## config.mk

```make
export PLATFORM = sky130hd
export DESIGN_NAME = obi_uart_bridge
export DESIGN_NICKNAME = d
export VERILOG_FILES = /design/src/rtl/obi_uart_bridge.sv
export SDC_FILE = /design/constraint.sdc
export NUM_CORES = 1
export LEC_CHECK = 0
export ABC_AREA = 1
export CORE_ASPECT_RATIO = 1.75
export CORE_MARGIN = 3
export CORE_UTILIZATION = 42
export CTS_CLUSTER_SIZE = 25
export DETAILED_ROUTE_END_ITERATION = 7
export PLACE_DENSITY = 0.8
export SYNTH_ARGS = -nofsm -noshare
export SYNTH_HDL_FRONTEND = slang
export SYNTH_SLANG_ARGS = --single-unit
```

## constraint.sdc

```tcl
create_clock -name clk_i -period 2.3 [get_ports clk_i]
set_input_delay 0.575 -clock clk_i [delete_from_list [all_inputs] [get_ports clk_i]]
set_output_delay 0.575 -clock clk_i [all_outputs]
set_load 0.02 [all_outputs]
```

## src/rtl/obi_uart_bridge.sv

```systemverilog
// UART byte-stream to OBI single-word initiator for debug access and firmware loading.
// Optional gnt/rvalid watchdog enabled by defining BRIDGE_TIMEOUT_EN.
module obi_uart_bridge #(
   parameter int unsigned ADDR_WIDTH     = 32
`ifdef BRIDGE_TIMEOUT_EN
   ,
   parameter int unsigned TIMEOUT_CYCLES = 1024
`endif
) (
   input  logic                  clk_i,
   input  logic                  rst_ni,
   input  logic [7:0]            rx_data_i,
   input  logic                  rx_valid_i,
   output logic                  rx_ready_o,
   output logic [7:0]            tx_data_o,
   output logic                  tx_valid_o,
   input  logic                  tx_ready_i,
   output logic                  obi_req_o,
   input  logic                  obi_gnt_i,
   output logic [ADDR_WIDTH-1:0] obi_addr_o,
   output logic                  obi_we_o,
   output logic [3:0]            obi_be_o,
   output logic [31:0]           obi_wdata_o,
   input  logic                  obi_rvalid_i,
   input  logic [31:0]           obi_rdata_i,
   output logic                  busy_o
);

   localparam logic [7:0] CMD_WRITE = 8'h57;
   localparam logic [7:0] CMD_READ  = 8'h52;
   localparam logic [7:0] RSP_ACK   = 8'h4B;
   localparam logic [7:0] RSP_UNK   = 8'h3F;

   typedef enum logic [2:0] {
      IDLE,
      ADDR,
      WDATA,
      REQ,
      RVALID,
      RESP
   } state_e;

   state_e      state_q, state_d;
   logic [1:0]  cnt_q, cnt_d;
   logic [1:0]  last_q, last_d;
   logic        we_q, we_d;
   logic [31:0] addr_q, addr_d;
   logic [31:0] wdata_q, wdata_d;
   logic [31:0] resp_q, resp_d;
   logic        req_q, req_d;
   logic        rx_ready_q, rx_ready_d;
   logic        tx_valid_q, tx_valid_d;
   logic        busy_q, busy_d;
   logic        rx_fire;
   logic        tx_fire;

`ifdef BRIDGE_TIMEOUT_EN
   localparam int unsigned TMO_W = (TIMEOUT_CYCLES > 1) ? $clog2(TIMEOUT_CYCLES) : 1;
   localparam logic [7:0]  RSP_ERR = 8'h45;
   logic [TMO_W-1:0] tmo_q, tmo_d;
   logic             tmo_hit;
   assign tmo_hit = (tmo_q == TMO_W'(TIMEOUT_CYCLES - 1));
`endif

   assign rx_fire = rx_valid_i & rx_ready_q;
   assign tx_fire = tx_valid_q & tx_ready_i;

   // Frame parser, bus handshake and reply sequencer; outputs are decoded from the next state
   always_comb begin
      state_d = state_q;
      cnt_d   = cnt_q;
      last_d  = last_q;
      we_d    = we_q;
      addr_d  = addr_q;
      wdata_d = wdata_q;
      resp_d  = resp_q;
`ifdef BRIDGE_TIMEOUT_EN
      tmo_d   = '0;
`endif
      unique case (state_q)
         IDLE: begin
            if (rx_fire) begin
               if (rx_data_i == CMD_WRITE) begin
                  we_d    = 1'b1;
                  state_d = ADDR;
               end else if (rx_data_i == CMD_READ) begin
                  we_d    = 1'b0;
                  state_d = ADDR;
               end else begin
                  resp_d  = {24'h0, RSP_UNK};
                  last_d  = 2'd0;
                  state_d = RESP;
               end
            end
         end
         ADDR: begin
            if (rx_fire) begin
               // the two address LSBs are forced to zero as the first byte arrives
               if (cnt_q == 2'd0) begin
                  addr_d[7:0] = {rx_data_i[7:2], 2'b00};
               end else begin
                  addr_d[{cnt_q, 3'b000} +: 8] = rx_data_i;
               end
               cnt_d = cnt_q + 2'd1;
               if (cnt_q == 2'd3) begin
                  state_d = we_q ? WDATA : REQ;
               end
            end
         end
         WDATA: begin
            if (rx_fire) begin
               wdata_d[{cnt_q, 3'b000} +: 8] = rx_data_i;
               cnt_d = cnt_q + 2'd1;
               if (cnt_q == 2'd3) begin
                  state_d = REQ;
               end
            end
         end
         REQ: begin
            if (obi_gnt_i) begin
               state_d = RVALID;
`ifdef BRIDGE_TIMEOUT_EN
            end else if (tmo_hit) begin
               resp_d  = {24'h0, RSP_ERR};
               last_d  = 2'd0;
               state_d = RESP;
`endif
            end
         end
         RVALID: begin
            if (obi_rvalid_i) begin
               if (we_q) begin
                  resp_d = {24'h0, RSP_ACK};
                  last_d = 2'd0;
               end else begin
                  resp_d = obi_rdata_i;
                  last_d = 2'd3;
               end
               state_d = RESP;
`ifdef BRIDGE_TIMEOUT_EN
            end else if (tmo_hit) begin
               resp_d  = {24'h0, RSP_ERR};
               last_d  = 2'd0;
               state_d = RESP;
`endif
            end
         end
         RESP: begin
            if (tx_fire) begin
               if (cnt_q == last_q) begin
                  state_d = IDLE;
               end else begin
                  cnt_d = cnt_q + 2'd1;
               end
            end
         end
         default: state_d = IDLE;
      endcase

      if (state_d != state_q) begin
         cnt_d = 2'd0;
      end
`ifdef BRIDGE_TIMEOUT_EN
      if ((state_d == REQ || state_d == RVALID) && state_d == state_q) begin
         tmo_d = tmo_q + 1'b1;
      end
`endif

      req_d      = (state_d == REQ);
      rx_ready_d = (state_d == IDLE) || (state_d == ADDR) || (state_d == WDATA);
      tx_valid_d = (state_d == RESP);
      busy_d     = (state_d != IDLE);
   end

   always_ff @(posedge clk_i or negedge rst_ni) begin
      if (!rst_ni) begin
         state_q    <= IDLE;
         cnt_q      <= 2'd0;
         last_q     <= 2'd0;
         we_q       <= 1'b0;
         addr_q     <= 32'h0;
         wdata_q    <= 32'h0;
         resp_q     <= 32'h0;
         req_q      <= 1'b0;
         rx_ready_q <= 1'b1;
         tx_valid_q <= 1'b0;
         busy_q     <= 1'b0;
`ifdef BRIDGE_TIMEOUT_EN
         tmo_q      <= '0;
`endif
      end else begin
         state_q    <= state_d;
         cnt_q      <= cnt_d;
         last_q     <= last_d;
         we_q       <= we_d;
         addr_q     <= addr_d;
         wdata_q    <= wdata_d;
         resp_q     <= resp_d;
         req_q      <= req_d;
         rx_ready_q <= rx_ready_d;
         tx_valid_q <= tx_valid_d;
         busy_q     <= busy_d;
`ifdef BRIDGE_TIMEOUT_EN
         tmo_q      <= tmo_d;
`endif
      end
   end

   generate
      if (ADDR_WIDTH > 32) begin : g_addr_wide
         assign obi_addr_o = {{(ADDR_WIDTH - 32){1'b0}}, addr_q};
      end else begin : g_addr_narrow
         assign obi_addr_o = addr_q[ADDR_WIDTH-1:0];
      end
   endgenerate

   assign rx_ready_o  = rx_ready_q;
   assign tx_valid_o  = tx_valid_q;
   assign tx_data_o   = resp_q[{cnt_q, 3'b000} +: 8];
   assign obi_req_o   = req_q;
   assign obi_we_o    = we_q;
   // byte enables are only meaningful while a request is on the bus
   assign obi_be_o    = {4{req_q}};
   assign obi_wdata_o = wdata_q;
   assign busy_o      = busy_q;

endmodule

```

==> metrics.sh <==
OUTCOME='completed'
CLOCK_PATH_BUFFERS=2
FIRST_GLOBAL_VIAS=4092
DRT-PASS1-ITER-COUNT=5
MAXSLEWHEADROOM_PCT=62.4
CTS_POST_SETUP_BUFFERS_INSERTED=0
CELL_WITH_THE_BIGGEST_INDIVIDUAL_DELAY_ON_THE_CRITICAL_PATH='sky130_fd_sc_hd__dfrtp_1'
CRITPATHREQUIREDTIME_NS=1.73
SYNTH_FP_NETS=571
YOSYS.AREA.TOP_TYPE_SHARE_PCT=53.1
SYNTH.LARGEST_AREA_CELL='sky130_fd_sc_hd__dfrtp_1'
R2R_SETUP_SLACK_NS=0.23
PLACE_CONGESTION=1.02
GRT.BUSIEST_LAYER='met2'
SHARE_OF_CELLS_ABOVE_DRIVE_STRENGTH_1_PCT=15.4
TIMING_WORST_SLEW_PIN_VALUE_NS=0.564
CRITPATHLAUNCH='cnt_q[0]$_DFFE_PN0P_'
FINAL_NETS=707
ROUTED_WIRE_LENGTH_PER_INSTANCE_UM=15.5
CLOCK_SINKS=107
SOURCE_TO_SINK_CLOCK_DELAY_AT_THE_LATER_PIN_OF_THE_WORST_SKEW_PAIR_NS=0.35
GRT_PASS1_WL_UM=19800
INITIAL_CORE_UTIL_PCT=43.2
FLOW.AREA_GROWTH_FROM_SYNTHESIS_PCT=35.1
TIMING.SETUP.CRITICAL_PATH_CLASS='reg -> out'
R2R_END='obi_addr_o[17]$_DFFE_PN0P_'
SYNTH_SEQ_CELLS=107
GLOBALROUTEMET2UTIL_PCT=34.9
FINAL-HOLD-VIOLATION-COUNT=0
CRIT_PATH_END='tx_data_o[3]'
MIN-DELAY-PATH-CLASS='in -> async'
GLOBALROUTETOTALUTIL_PCT=19.1
LAYOUT_MIN_CYCLE_TIME_NS=2.20
GRT_OVERFLOW_TOTAL=0
POWER.STATIC_LEAKAGE_nW=3.44
ANTENNA_VIOLATIONS_BEFORE_REPAIR=0
WORST_R2R_PATH_DEPTH=7
GR-USAGE-MET3_PCT=3.67
CTS_RESIZED=8
GRT_START_MAX_NET_PINS=108
FP.DIEAREA_UM2=13300
CRITICAL_PATH.TOP_DELAY_FAMILY='buffers and inverters'
WORST-PATH-STAGES=4
LARGEST_CELLS_BY_AREA_AFTER_SYNTHESIS='sky130_fd_sc_hd__dfrtp_1, sky130_fd_sc_hd__nand2_1, sky130_fd_sc_hd__mux2_2, sky130_fd_sc_hd__nor2_1, sky130_fd_sc_hd__o21ai_0'
CRITICAL_PATH.MAX_FANOUT=17
IO_PINS=127
SYNTHESIS.AREA_UM2=5000
DETAILROUTE.VIA_COUNT=4077
MAXCLOCKFREQUENCY_MHz=455
YOSYS.CELL_COUNT.TOP_TYPE='sky130_fd_sc_hd__nand2_1'
YS.WARNINGS.COUNT=0
PLACEMENT.IO_BUFFERS=126
DP_CELLS=780
SYN-INSTANCE-COUNT=520
ROOT_BUFFER='sky130_fd_sc_hd__clkbuf_16'
HPWL_UM=9570
TIMING.FINAL.SETUP_VIOLATIONS=0
CLKSLEWWORSTSETUPHOLDPATHS_NS=0.07
DELAY_OF_THE_SLOWEST_CRITICAL_PATH_STAGE_NS=0.39
CLOCK-SKEW-FINAL_NS=0.0103
CORE-AREA_UM2=11600
SYNTHDISTINCTLIBCELLS=32
ROUTE.ANTENNA.REMAINING_NETS=0
REGTOREGSTARTPOINT='cnt_q[1]$_DFFE_PN0P_'
WORST-ENDPOINT-ARRIVAL_NS=1.63
RSZ0062_AT_GRT='no'
YOSYSSEQAREASHARE_PCT=53.6
TRITONCTS.NUM_BUFFERS=9
STDCELL_COUNT=796
CTS_TREE='built'
CTS-HOLD-FIX-BUFFERS=0
TIMING_MAX_TRANSITION_VIOLATIONS_FINAL=0
SYN_AVG_CELL_AREA_UM2=9.61
CTS-HTREE-LEVELS=3
NUMBER_OF_ENABLE_TYPE_REGISTER_CELLS_IN_THE_SYNTHESIZED_NETLIST=0
TIMING.CRITICAL_PATH.BUF_INV=2
POWER.DENSITY_nW_PER_UM2=936
FLOORPLAN.DIE.WIDTH_UM=88.5
GLOBALROUTEMET1UTIL_PCT=22.0
WL_UM=12300
FIN_SETUP_TNS_NS=0
SYNTH_COMMONEST_CELLS='sky130_fd_sc_hd__nand2_1, sky130_fd_sc_hd__dfrtp_1, sky130_fd_sc_hd__nor2_1, sky130_fd_sc_hd__mux2_2, sky130_fd_sc_hd__inv_1'
DRC=0
SHARE_OF_THE_CYCLE_NEEDED_BY_THE_CRITICAL_PATH_AFTER_ROUTING_PCT=95.7
STD_CELL_ROWS=52
SYNTHARSTFLOPSHARE_PCT=100
DRT_VIA_DENSITY=5.12
DR.FIRST_ITER.DRC_COUNT=199
CRIT_CHAIN='buf_4 -> o21ai_0 -> o22ai_1 -> dlygate4sd2_1'
YS_DOMINANT_REG_CELL='sky130_fd_sc_hd__dfrtp_1'
WORST_IR_DROP_VDD_uV=642
WORSTSETUPENDPOINTTYPE='primary output'
STARTPOINT_TYPE='register'
DIODES=0
FP.DIEH_UM=150
DRV.MAX_CAP_VIOLATION_COUNT=0
==> logic make-up (layout without fill, tap and decap cells) <==
kind of cell | Yosys count | after routing | share of synthesized area (%)
AOI/OAI and AO/OA | 44 | 44 | 5.06
adders and majority gates | 5 | 5 | 1.25
buffers and inverters | 57 | 198 | 5.23
DFF | 107 | 107 | 53.6
muxes | 48 | 48 | 11.1
and+or+nand+nor | 259 | 259 | 23.8
==> placed cells by master, fill, tap and decap left out, drive strengths merged, types with 5 or more instances in the layout <==
cell type        n
buf             18
clkbuf          10
clkdlybuf4s50  117
clkinv           6
dfrtp          106
dlygate4sd2      5
ha               5
inv             37
mux2            48
nand2          161
nand3           22
nor2            62
nor3            11
o21ai           25
o22ai            8
o31ai            8
==> cell type report <==
type | instances | area [µm²]
Sequential cell | 107 | 2680
Inverter | 39 | 153
Timing Repair Buffer | 143 | 1420
Clock buffer | 10 | 229
Fill cell | 997 | 4820
Clock inverter | 6 | 50.0
Tap cell | 135 | 169
Multi-Input combinational cell | 356 | 2060
==> power by group <==
| group | leakage, nW | switching, mW | internal, mW |
|---|---|---|---|
| clock | 0.135 | 0.689 | 0.746 |
| sequential | 1.44 | 0.219 | 2.20 |
| combinational | 1.87 | 1.55 | 0.910 |
| total | 3.44 | 2.46 | 3.86 |
==> registers in the layout (all words and copies together), names as in the netlist <==
signal / flops
resp_q: 32
state_q: 3
obi_we_o: 1
tx_valid_o: 1
obi_wdata_o: 32
busy_o: 1
obi_addr_o: 32
last_q: 1
cnt_q: 2
rx_ready_o: 1
obi_req_o: 1
==> worst min path at each step <==
stage / to / slack, ns / from / cells after the start
final: resp_q[7]$_DFFE_PN0P_ / 0.25 / rst_ni / 2
after global routing: resp_q[31]$_DFFE_PN0P_ / 0.30 / rst_ni / 2
after CTS: resp_q[7]$_DFFE_PN0P_ / 0.31 / rst_ni / 2
after detailed placement: resp_q[15]$_DFFE_PN0P_ / 0.45 / resp_q[15]$_DFFE_PN0P_ / 2
after global placement: resp_q[19]$_DFFE_PN0P_ / 0.45 / resp_q[19]$_DFFE_PN0P_ / 2
after floorplan: busy_o$_DFF_PN0_ / 0.28 / rst_ni / 0
==> through the flow <==
step                      cell area (µm²)  util (%)  hold WS [ns]  setup WS, ns  power (mW)
final                                6760      58.3         0.253        0.0998        6.32
after CTS                            6750      58.3         0.314        0.0747        6.36
after global placement               6480      56.0         0.448        0.0772        4.92
after global routing                 6760      58.3         0.302       0.00523        6.73
after floorplan                      5000         -         0.279         0.103        4.02
after detailed placement             6480      56.0         0.453        0.0386        4.99
==> worst register-to-register path: stages, from the launching register on <==
cell and delay (ns):
sky130_fd_sc_hd__dfrtp_1 0.43, sky130_fd_sc_hd__clkinvlp_4 0.25, sky130_fd_sc_hd__ha_1 0.35, sky130_fd_sc_hd__inv_1 0.20
sky130_fd_sc_hd__nor2_1 0.11, sky130_fd_sc_hd__nand2_1 0.23, sky130_fd_sc_hd__nor2_1 0.11, sky130_fd_sc_hd__mux2_2 0.27
==> layer usage <==
layer	share of wire, %	wire [µm]	vias to the layer above
met3	4.3	529	16
met1	37	4600	1969
li1	-	-	1958
met2	56	6960	134
met4	1.9	231	0
met5	0	0	-
Note: power is estimated with default switching activity, not from simulation.
==> RTL change: new RTL, same flow settings <==
Build with the macro `BRIDGE_TIMEOUT_EN` defined.
--- a/src/rtl/obi_uart_bridge.sv
+++ b/src/rtl/obi_uart_bridge.sv
@@ -2,2 +2,4 @@
 // Optional gnt/rvalid watchdog enabled by defining BRIDGE_TIMEOUT_EN.
+`define BRIDGE_TIMEOUT_EN
+
 module obi_uart_bridge #(
Formal check against the unedited RTL: same outputs for any inputs over 4 cycles, from zero or initial values and one cycle with rst_ni low; that may be too few to reach the edited logic, so the function may still have changed.
==> RTL change against the original RTL <==
Cell area up 21%; via count up 26%; register-to-register slack better by 0.08 ns; wire length up 28%; setup slack worse by 0.069 ns; total power up 36%; synthesized area up 18%; sequential cell count up 11; critical path type unchanged; highest routed layer unchanged.
==> RTL change: results (changes against the original RTL) <==
* Outcome: finished, final reports clean
* Vias post-DR at 5124 (+26%)
* Number of unique standard cell types used by synthesis at 35 (+9.4%)
* Die width at 95.7 µm (+8.2%)
* Clk pwr at 2660 µW (+85%)
* Gate Count Post-Synth at 666 (+28%)
* Max stage delay on crit path at 0.39 ns (about the same)
* Seq/Total Area, Yosys at 49.9% (-3.7 points)
* Slew at the pin with the worst max-slew slack at 0.651 ns (+0.0865 ns)
* Skew final at 0.00894 ns (-0.00136 ns)
* Largest net degree at the start of global routing at 119 (+10%)
* DRT Pass-1 Iters at 4 (-1)
* Global Route met3 Usage at 3.78% (+0.11 points)
* Peak VDD IR at 0.000571 V (-11%)
* Worst-path maximum fanout at 15 (-2)
* Met2 wire len at 8750 µm (+26%)
* DR WL/cell at 15.7 µm (+1.2%)
* WP data arrival at 1.69 ns (+0.06 ns)
* CTS H-tree lvls at 4 (+1)
* Leakage power at 0.00381 µW (+11%)
* DP Worst Slack at -0.153 ns (-0.191 ns)
* FILL cells at 1157 (+16%)
* Vias in the first global route at 5318 (+30%)
* Nets at 872 (+23%)
* Grt met2 use at 39.4% (+4.5 points)
* Non-filler cells, final at 1006 (+26%)
* DP Wirelength at 11600 µm (+21%)
* Clk_lat worst skew at 0.41 ns (+0.06 ns)
* Initial DRC count at 236 (+19%)
* Max stage delay cell, worst path: dfrtp_1
* Met3 Routed Length at 708 µm (+34%)
* Top post-synthesis cells by area: dfrtp_1 (49%), nand2_1 (9.3%), mux2_2 (8.8%)
* Async set or reset register ratio after synthesis at 100% (unchanged)
* All-layer global routing usage at 21.8% (+2.7 points)
* Share of cells above drive strength 1 at 19.2% (+3.8 points)
* Pint at 5360 µW (+39%)
* Routability cong. at 0.898 (-12%)
* FF/Latch Area at 2950 µm² (+10%)
* Placed Cells at 975 (+25%)
* TritonCTS Buffers at 17 (+8)
* Total Power at 8620 µW (+36%)
* Placed Area at 7580 µm² (+17%)
* Wl on met1 at 5810 µm (+26%)
* Post-synth top cells: nand2_1 (147), dfrtp_1 (117), nor2_1 (60), o21ai_0 (55), inv_1 (47)
* Port bufs at 126 (unchanged)
* First-pass GRT wire length at 26300 µm (+33%)
* Worst-case reg-to-reg path depth at 13 (+6)
* Met1 usage at 24.4% (+2.4 points)
-- RTL change: cell types whose count changed in the layout (fill, tap and decap cells not counted), sizes merged, moves of 18 or more --
cell / unedited run / this run
buf: 18 / 37
nand3: 22 / 43
inv: 37 / 55
o21ai: 25 / 63
a21oi: 2 / 35
nor2: 62 / 82
-- RTL change: final cells by class --
cell class                      count  share of cell area, %
Multi-Input combinational cell    467                   32.4
Clock inverter                     12                   1.90
Sequential cell                   118                   36.2
Tap cell                          174                   2.67
Inverter                           57                   2.65
Timing Repair Buffer              159                   18.8
Clock buffer                       19                   5.43
-- RTL change: timing repair --
item,in CTS,in global routing
buffers inserted,0,0
resized for setup,21,7
pin swaps,0,1
setup endpoints to repair,8,7
endpoints found under the hold margin,0,0
-- RTL change: final timing paths --
check | endpoint | slack [ns] | from
max | tx_data_o[2] | 0.03 | cnt_q[0]$_DFFE_PN0P_
min | obi_wdata_o[18]$_DFFE_PN0P_ | 0.24 | rst_ni
max reg2reg | tmo_q[0]$_DFF_PN0_ | 0.31 | cnt_q[0]$_DFFE_PN0P_
min reg2reg | obi_addr_o[0]$_DFFE_PN0P_ | 0.47 | obi_addr_o[0]$_DFFE_PN0P_
max in group asynchronous | obi_req_o$_DFF_PN0_ | 1.56 | rst_ni
min in group clk_i | obi_addr_o[0]$_DFFE_PN0P_ | 0.47 | obi_addr_o[0]$_DFFE_PN0P_
-- RTL change: cell families after synthesis --
family,synth area share [%]
and+or+nand+nor,21.6
DFF,49.9
AOI/OAI and AO/OA,10.5
buffers and inverters,5.45
muxes,9.89
xor gates and xnor gates,1.33
adders and majority gates,1.27
-- RTL change: worst max-delay path, delay by kind of cell (launching register included) --
kind	cells	cell delay [ns]
buffers and inverters	2	0.58
flip-flops	1	0.39
AO/OA/AOI/OAI	2	0.32
